==> src/rtl/ram_arbitro_pkg.sv <==
// Shared definitions for the two-port RAM arbiter.
//   BITS_DEF     : default MSB index of address/data buses
//   MEM_SIZE_DEF : default index of the last valid RAM cell
//   estado_t     : arbiter FSM state encoding
package ram_arbitro_pkg;
  localparam int BITS_DEF     = 63;
  localparam int MEM_SIZE_DEF = 31;

  typedef enum logic [1:0] {
    OCIOSO   = 2'd0,
    CONCEDE  = 2'd1,
    RESPONDE = 2'd2
  } estado_t;
endpackage

==> src/rtl/ram_arbitro_rr.sv <==
// Two-requester round-robin winner selection (purely combinational).
//   req0, req1 : pending requests
//   last       : index of the requester served most recently
//   winner     : index of the requester to grant (meaningful only if a req is high)
module ram_arbitro_rr (
  input  logic req0,
  input  logic req1,
  input  logic last,
  output logic winner
);
  // Contention goes to whoever was not served last; otherwise the lone requester.
  always_comb begin
    winner = 1'b0;
    if (req0 && req1) winner = ~last;
    else              winner = req1;
  end
endmodule

==> src/rtl/ram_arbitro.sv <==
// Arbiter granting two requesters access to a single external synchronous-write,
// combinational-read RAM. Each transaction takes exactly three cycles:
// OCIOSO (sample/latch) -> CONCEDE (RAM access) -> RESPONDE (ack pulse).
//   clock, reset_n          : clock, asynchronous active-low reset
//   reqK/weK/endK/dadoK     : request, write flag, address, write data of requester K
//   ackK/erroK/leituraK     : completion pulse, out-of-range flag, registered read data
//   mem_*                   : RAM write enable, address, write data, read data
module ram_arbitro
  import ram_arbitro_pkg::*;
#(
  parameter int BITS     = BITS_DEF,
  parameter int MEM_SIZE = MEM_SIZE_DEF
) (
  input  logic          clock,
  input  logic          reset_n,
  input  logic          req0,
  input  logic          req1,
  input  logic          we0,
  input  logic          we1,
  input  logic [BITS:0] end0,
  input  logic [BITS:0] end1,
  input  logic [BITS:0] dado0,
  input  logic [BITS:0] dado1,
  output logic          ack0,
  output logic          ack1,
  output logic          erro0,
  output logic          erro1,
  output logic [BITS:0] leitura0,
  output logic [BITS:0] leitura1,
  output logic          mem_permisao_escrita,
  output logic [BITS:0] mem_endereco,
  output logic [BITS:0] mem_dado_escrita,
  input  logic [BITS:0] mem_dado_leitura
);
  localparam logic [BITS:0] MEM_LIM = (BITS+1)'(MEM_SIZE);

  estado_t       estado_q, estado_d;
  logic          vence_q, vence_d;   // latched winner index
  logic          we_q, we_d;
  logic [BITS:0] end_q, end_d;
  logic [BITS:0] dado_q, dado_d;
  logic [BITS:0] leit0_q, leit0_d;
  logic [BITS:0] leit1_q, leit1_d;
  logic          last_q, last_d;     // last served requester
  logic          rr_win;
  logic          em_faixa;
  logic [BITS:0] rd_dado;

  ram_arbitro_rr u_rr (
    .req0   (req0),
    .req1   (req1),
    .last   (last_q),
    .winner (rr_win)
  );

  assign em_faixa = (end_q <= MEM_LIM);

  // The latched address/data only change when a new transaction is accepted,
  // so driving the RAM buses from them gives "hold last value" outside CONCEDE.
  assign mem_endereco     = end_q;
  assign mem_dado_escrita = dado_q;
  assign leitura0         = leit0_q;
  assign leitura1         = leit1_q;

  always_comb begin
    estado_d             = estado_q;
    vence_d              = vence_q;
    we_d                 = we_q;
    end_d                = end_q;
    dado_d               = dado_q;
    leit0_d              = leit0_q;
    leit1_d              = leit1_q;
    last_d               = last_q;
    rd_dado              = '0;
    mem_permisao_escrita = 1'b0;
    ack0                 = 1'b0;
    ack1                 = 1'b0;
    erro0                = 1'b0;
    erro1                = 1'b0;
    case (estado_q)
      OCIOSO: begin
        if (req0 || req1) begin
          vence_d  = rr_win;
          we_d     = rr_win ? we1   : we0;
          end_d    = rr_win ? end1  : end0;
          dado_d   = rr_win ? dado1 : dado0;
          estado_d = CONCEDE;
        end
      end
      CONCEDE: begin
        // Enable is decoded from state so an async reset drops it immediately.
        mem_permisao_escrita = we_q && em_faixa;
        rd_dado              = em_faixa ? mem_dado_leitura : '0;
        if (vence_q) leit1_d = rd_dado;
        else         leit0_d = rd_dado;
        last_d   = vence_q;
        estado_d = RESPONDE;
      end
      RESPONDE: begin
        ack0     = ~vence_q;
        ack1     = vence_q;
        erro0    = ~vence_q && !em_faixa;
        erro1    = vence_q && !em_faixa;
        estado_d = OCIOSO;
      end
      default: estado_d = OCIOSO;
    endcase
  end

  always_ff @(posedge clock or negedge reset_n) begin
    if (!reset_n) begin
      estado_q <= OCIOSO;
      vence_q  <= 1'b0;
      we_q     <= 1'b0;
      end_q    <= '0;
      dado_q   <= '0;
      leit0_q  <= '0;
      leit1_q  <= '0;
      last_q   <= 1'b1;  // requester 1 "served last" => requester 0 favoured
    end else begin
      estado_q <= estado_d;
      vence_q  <= vence_d;
      we_q     <= we_d;
      end_q    <= end_d;
      dado_q   <= dado_d;
      leit0_q  <= leit0_d;
      leit1_q  <= leit1_d;
      last_q   <= last_d;
    end
  end
endmodule
==> config.mk <==
export PLATFORM = sky130hd
export DESIGN_NAME = ram_arbitro
export DESIGN_NICKNAME = d
export VERILOG_FILES = /design/src/rtl/ram_arbitro_pkg.sv /design/src/rtl/ram_arbitro_rr.sv /design/src/rtl/ram_arbitro.sv
export SDC_FILE = /design/constraint.sdc
export NUM_CORES = 1
export LEC_CHECK = 0
export CORE_AREA = 2 2 226 228
export CTS_CLUSTER_DIAMETER = 200
export DETAILED_ROUTE_END_ITERATION = 8
export DIE_AREA = 0 0 228 230
export PLACE_DENSITY = 0.64
export SLEW_MARGIN = 30
export SYNTH_ARGS = -nofsm -noshare
export SYNTH_HDL_FRONTEND = slang
export SYNTH_SLANG_ARGS = --single-unit
==> constraint.sdc <==
create_clock -name clock -period 2.02 [get_ports clock]
set_clock_uncertainty 0.05 [all_clocks]
set_input_delay 0.404 -clock clock [delete_from_list [all_inputs] [get_ports clock]]
set_output_delay 0.404 -clock clock [all_outputs]
set_load 0.05 [all_outputs]
==> Word level (Yosys, flattened, before mapping) <==
Index checks and enable logic that the tools add are counted.
{ "word_totals": {"register_bits": 261, "input_bits": 326, "output_inout_bits": 261} }
{ "classes": {"n_lt_le_gt_ge": 1, "eq_ne": 3, "muxes": 12, "bitwise": 2, "reduce_logical": 10} }
{ "ops": {"columns": ["op", "count"], "rows": [
  ["2-to-1 mux 64 bit", 3],
  ["<= comparator 64 x 5 -> 1 bit (second input constant)", 1],
  ["2-to-1 mux 1 bit", 7],
  ["AND reduction 2 bit", 3],
  ["logical AND 1 bit", 4],
  ["case mux 2 bit (2 select lines)", 1],
  ["equality test 2 x 1 -> 1 bit (second input constant)", 1],
  ["equality test 2 bit (second input constant)", 1],
  ["zero test 2 bit", 1],
  ["2-to-1 mux 2 bit", 1],
  ["inequality test 2 bit (second input constant)", 1],
  ["inverter 1 bit", 2],
  ["zero test 1 bit", 1],
  ["logical OR 1 bit", 1]
]} }

==> Logic depth before layout (Yosys ltp) <==
{ "depth": {"depth_word": 4, "ltp_mapped": 7, "depth_no_buf": 5} }

==> Cells and area by module <==
Synthesis repeated with hierarchy kept, for this count alone.
{ "hier_totals": {"cells_unflattened": 1155, "hier_area_um2": 11604.9} }
{ "by_module_without_submodules": {"columns": ["mod", "n_inst", "cells_per_inst", "area_per_inst_um2", "seq_area_each_um2"], "rows": [
  ["ram_arbitro", 1, 1154, 11593.6, 6532.5],
  ["ram_arbitro_rr", 1, 1, 11.3, 0.0]
]} }

==> Least setup slack after synthesis <==
No wires, ideal clock.
{ "synth_timing": {"path_kind": "register -> output", "from": "register end_q[20], in the netlist mem_endereco[20]", "to": "output mem_permisao_escrita", "arrival_time_ps": 2478, "t_required_ps": 1566, "path_slack_ps": -912, "path_stages_with_launch": 7, "path_cell_list": "dfrtp_1 nor4_1 nand4_1 or4_1 buf_2 clkbuf_1 nor2_1"} }
{ "synth_via": {"elab_chain_len": 3} }
{ "synth_lines": {"columns": ["item", "line_no", "rtl"], "rows": [
  ["start: declaration", "ram_arbitro.sv:40", "logic [BITS:0] end_q, end_d;"],
  ["start signal: assignment", "ram_arbitro.sv:124", "end_q <= end_d;"],
  ["<= comparator 64 x 5 -> 1 bit", "ram_arbitro.sv:56", "assign em_faixa = (end_q <= MEM_LIM);"],
  ["logical AND 1 bit", "ram_arbitro.sv:92", "mem_permisao_escrita = we_q && em_faixa;"],
  ["2-to-1 mux 1 bit", "ram_arbitro.sv:80", "case (estado_q)"],
  ["end: declaration", "ram_arbitro.sv:30", "output logic mem_permisao_escrita,"]
]} }
No other way between the ends.

==> Worst setup path in the final report <==
{ "layout_timing": {"from": "register end_q[60], in the netlist mem_endereco[60]", "to": "output erro0"} }
{ "layout_via": {"elab_chain_len": 4} }
{ "layout_lines": {"columns": ["item", "line_no", "rtl"], "rows": [
  ["<= comparator 64 x 5 -> 1 bit", "ram_arbitro.sv:56", null],
  ["zero test 1 bit", "ram_arbitro.sv:102", "erro0 = ~vence_q && !em_faixa;"],
  ["logical AND 1 bit", "ram_arbitro.sv:102", null],
  ["2-to-1 mux 1 bit", "ram_arbitro.sv:80", null],
  ["end: declaration", "ram_arbitro.sv:26", "output logic erro0,"]
]} }
No other way between the ends.

==> qor.log <==
INFO  logic_synthesis ys.warnings.count=0
INFO  logic_synthesis main_flop_type_after_synthesis=dfrtp_1
INFO  timing         rsz0062_at_grt=yes
INFO  status         violations=negative setup slack
INFO  timing         max_freq=346MHz
INFO  logic_synthesis yosysTopAreaCell=dfrtp_1
INFO  floorplanning  die_area=52400squm
INFO  placed_design  place.detailed.hpwl=37.2mm
INFO  floorplanning  initial_core_util=0.233
INFO  global_routing grt_antenna_before_repair=1
INFO  clock_tree     cts.path.max_buffers=3
INFO  logic_synthesis synth-seq-area-share=0.563
INFO  power          p_leak=9.35nW
INFO  detailed_routing postRouteWirelength=46.6mm
INFO  cells_and_area final_layout_size_suffix_gt1_frac=0.250
INFO  worst_setup_path arrival=2.43ns
INFO  worst_setup_path start_kind=flip-flop
INFO  clock_tree     numCtsBuffers=28
INFO  timing         final-max-slew-violation-count=0
INFO  logic_synthesis synth_edf_count=0
INFO  floorplanning  num_io_pins=587
INFO  worst_setup_path required=1.57ns
INFO  timing         hold_viol=0
INFO  cells_and_area finish.utilization=0.401
INFO  detailed_routing drtAntennaViolNets=0
INFO  logic_synthesis post_synth_instance_area=11600squm
INFO  worst_setup_path cpMaxStageDelayCell=or4_4
INFO  detailed_routing initialDrtViolationCount=560
INFO  logic_synthesis synth_top_cell_area_share=0.561
INFO  clock_tree     htree_num_levels=1
INFO  clock_tree     cts_sinks=261
INFO  logic_synthesis ys_seq_elements=261
INFO  floorplanning  core_area=49900squm
INFO  timing         worst_pin_slew=0.539ns
INFO  job            max_cap_viol_count=0
INFO  global_routing grt_pass1_wl=68.8mm
INFO  timing         period_utilization_post_route=1.43
INFO  placed_design  place_congestion=0.867
INFO  global_routing remaining_global_route_overflow=0
INFO  cells_and_area multi_input_comb_area=4720squm
INFO  cells_and_area num-fill-cells=4898
INFO  cells_and_area n_antenna_cell=0
INFO  timing         finalCriticalPeriod=2.89ns
INFO  clock_tree     path_clk_slew=0.06ns
INFO  power          pnr_total_power=0.0271W
INFO  logic_synthesis synth_async_sr_flop_share=1.00
INFO  timing         max_slew_margin=0.642
INFO  logic_synthesis ys_top_cells_by_count=nand2_1 (389), dfrtp_1 (260), o21ai_0 (167)
INFO  global_routing first_global_vias=11100
INFO  timing         finalWorstSetupSlack=-0.867ns
INFO  logic_synthesis synthMostInstantiatedCell=nand2_1
INFO  worst_setup_path critPathMaxFanout=5
INFO  logic_synthesis postSynthAreaPerCell=10.0squm
INFO  global_routing largest_net_degree_at_the_start_of_global_routing=65
INFO  logic_synthesis synth_cell_types=24
INFO  power          pwr_density_cell=1360nW/um^2
INFO  logic_synthesis synth.net_count=1481
INFO  floorplanning  die_height=230um
INFO  cells_and_area finish.net_count=2151
INFO  clock_tree     root_buffer=clkbuf_16
INFO  detailed_routing routed-via-count=10900
INFO  detailed_routing drc_errors=0
INFO  clock_tree     clk_latency=0.55ns
INFO  detailed_routing wire_per_inst=18.5um
INFO  placed_design  place_inst=2456
INFO  logic_synthesis post_synth_inst_count=1155
INFO  floorplanning  floorplan.rows=82
INFO  global_routing grt_util_all_layers=0.171
INFO  detailed_routing drt_pre_antenna_iters=4
INFO  logic_synthesis synth.top_cells.by_area=dfrtp_1 (56%), nand2_1 (13%), mux2i_1 (11%)
INFO  placed_design  pre_cts_ws=-0.549ns
INFO  cells_and_area final_cells=2516
INFO  cells_and_area register_area=6570squm
INFO  clock_tree     tritoncts=done
INFO  detailed_routing via_per_inst=4.32
INFO  worst_setup_path timing.critical_path.slowest_cell_delay=0.67ns
INFO  power          vdd.ir_drop.worst=677uV
INFO  cells_and_area area_growth=72.3%
INFO  status         run_status=finished, violations left
INFO  worst_setup_path worstSetupPathType=reg -> out
INFO  floorplanning  die-width=228um
INFO  timing         timing.hold.ws=0.331ns
INFO  placed_design  buffer_ports.inserted=586
INFO  worst_setup_path r2r_slack=-0.55ns
INFO  hold_path      hold_path_class=in -> async
INFO  timing         setup-violations-final=132
INFO  worst_setup_path cp_cell_sequence=nor4_4, nand4_1, or4_4, and2_4, buf_8
INFO  worst_setup_path nature_of_the_critical_path_endpoint=output pin
-- per-stage QoR --
stage                     TNS (ns)  instance area [sq um]
after floorplan              -7.98                  11700
after global placement      -48.60                  18800
after detailed placement    -56.18                  18800
after CTS                   -54.85                  19900
after global routing        -57.61                  20000
final                       -45.13                  20000
-- power by group --
part           leakage, nW  total [W]  internal [W]  switching, W
Sequential            3.38    0.00751       0.00669      0.000822
Clock                0.481    0.00544       0.00333       0.00211
Combinational         5.49     0.0142       0.00470       0.00949
-- worst paths after layout --
path                                      startpoint                to  cells after the start
worst max-delay path                mem_endereco[60]             erro0                      5
worst min-delay path                         reset_n      leitura1[37]                      2
worst max register to register      mem_endereco[60]       leitura1[9]                      8
worst min register to register          leitura0[37]      leitura0[37]                      2
max in group asynchronous                    reset_n  mem_endereco[35]                      3
min in group clock              mem_dado_leitura[43]      leitura0[43]                      3
-- critical path: cells and delay by family, from the launching register on --
family / cells / cell delay (ns)
and+or+nand+nor: 4 / 1.31
buffers and inverters: 1 / 0.14
DFF: 1 / 0.42
-- state kept, by name, summed over array words and instances (netlist names) --
signal            cells
vence_q               1
leitura0             64
estado_q              2
leitura1             64
mem_endereco         64
we_q                  1
last_q                1
mem_dado_escrita     64
-- placed cells by master, fill, tap and decap left out, types with 6 or more instances in the layout --
| master | synthesis | final |
|---|---|---|
| nand2_1 | 389 | 388 |
| clkdlybuf4s50_1 | 0 | 324 |
| buf_4 | 0 | 230 |
| dfrtp_1 | 260 | 229 |
| o21ai_0 | 167 | 137 |
| dlygate4sd2_1 | 0 | 131 |
| mux2i_1 | 129 | 129 |
| o21ai_2 | 90 | 99 |
| dfrtp_2 | 0 | 31 |
| clkbuf_16 | 0 | 30 |
| buf_12 | 10 | 24 |
| o21ai_1 | 1 | 21 |
| nor4_1 | 14 | 8 |
| clkbuf_8 | 0 | 6 |
-- kinds of logic (layout without fill, tap and decap cells) --
| logic type | Yosys count | in the layout | share of synthesized area |
|---|---|---|---|
| flip-flops | 261 | 261 | 0.563 |
| AND/OR/NAND/NOR | 419 | 419 | 0.142 |
| AO/OA/AOI/OAI | 260 | 260 | 0.142 |
| buffers and inverters | 86 | 775 | 0.0421 |
| multiplexers | 129 | 129 | 0.111 |
-- cell type report --
type	instances	area share
Tap cell	672	0.0421
Multi-Input combinational cell	808	0.236
Sequential cell	261	0.329
Clock buffer	39	0.0412
Clock inverter	10	0.00764
Timing Repair Buffer	724	0.344
Inverter	2	0.000376
-- routing by layer --
metal / GRT usage / share of wire
met3: 0.0331 / 0.062
met2: 0.325 / 0.53
met5: 0 / 0.00028
met4: 0.0507 / 0.029
met1: 0.192 / 0.38
-- what timing repair did --
action	4_1_cts	5_1_grt
endpoints found under the hold margin	37	0
gates cloned	3	1
buffers inserted	5	3
hold buffers	1	0
setup endpoints to repair	266	133
pin swaps	7	6
resized for setup	182	31
Power figures use the tool's default switching activity.
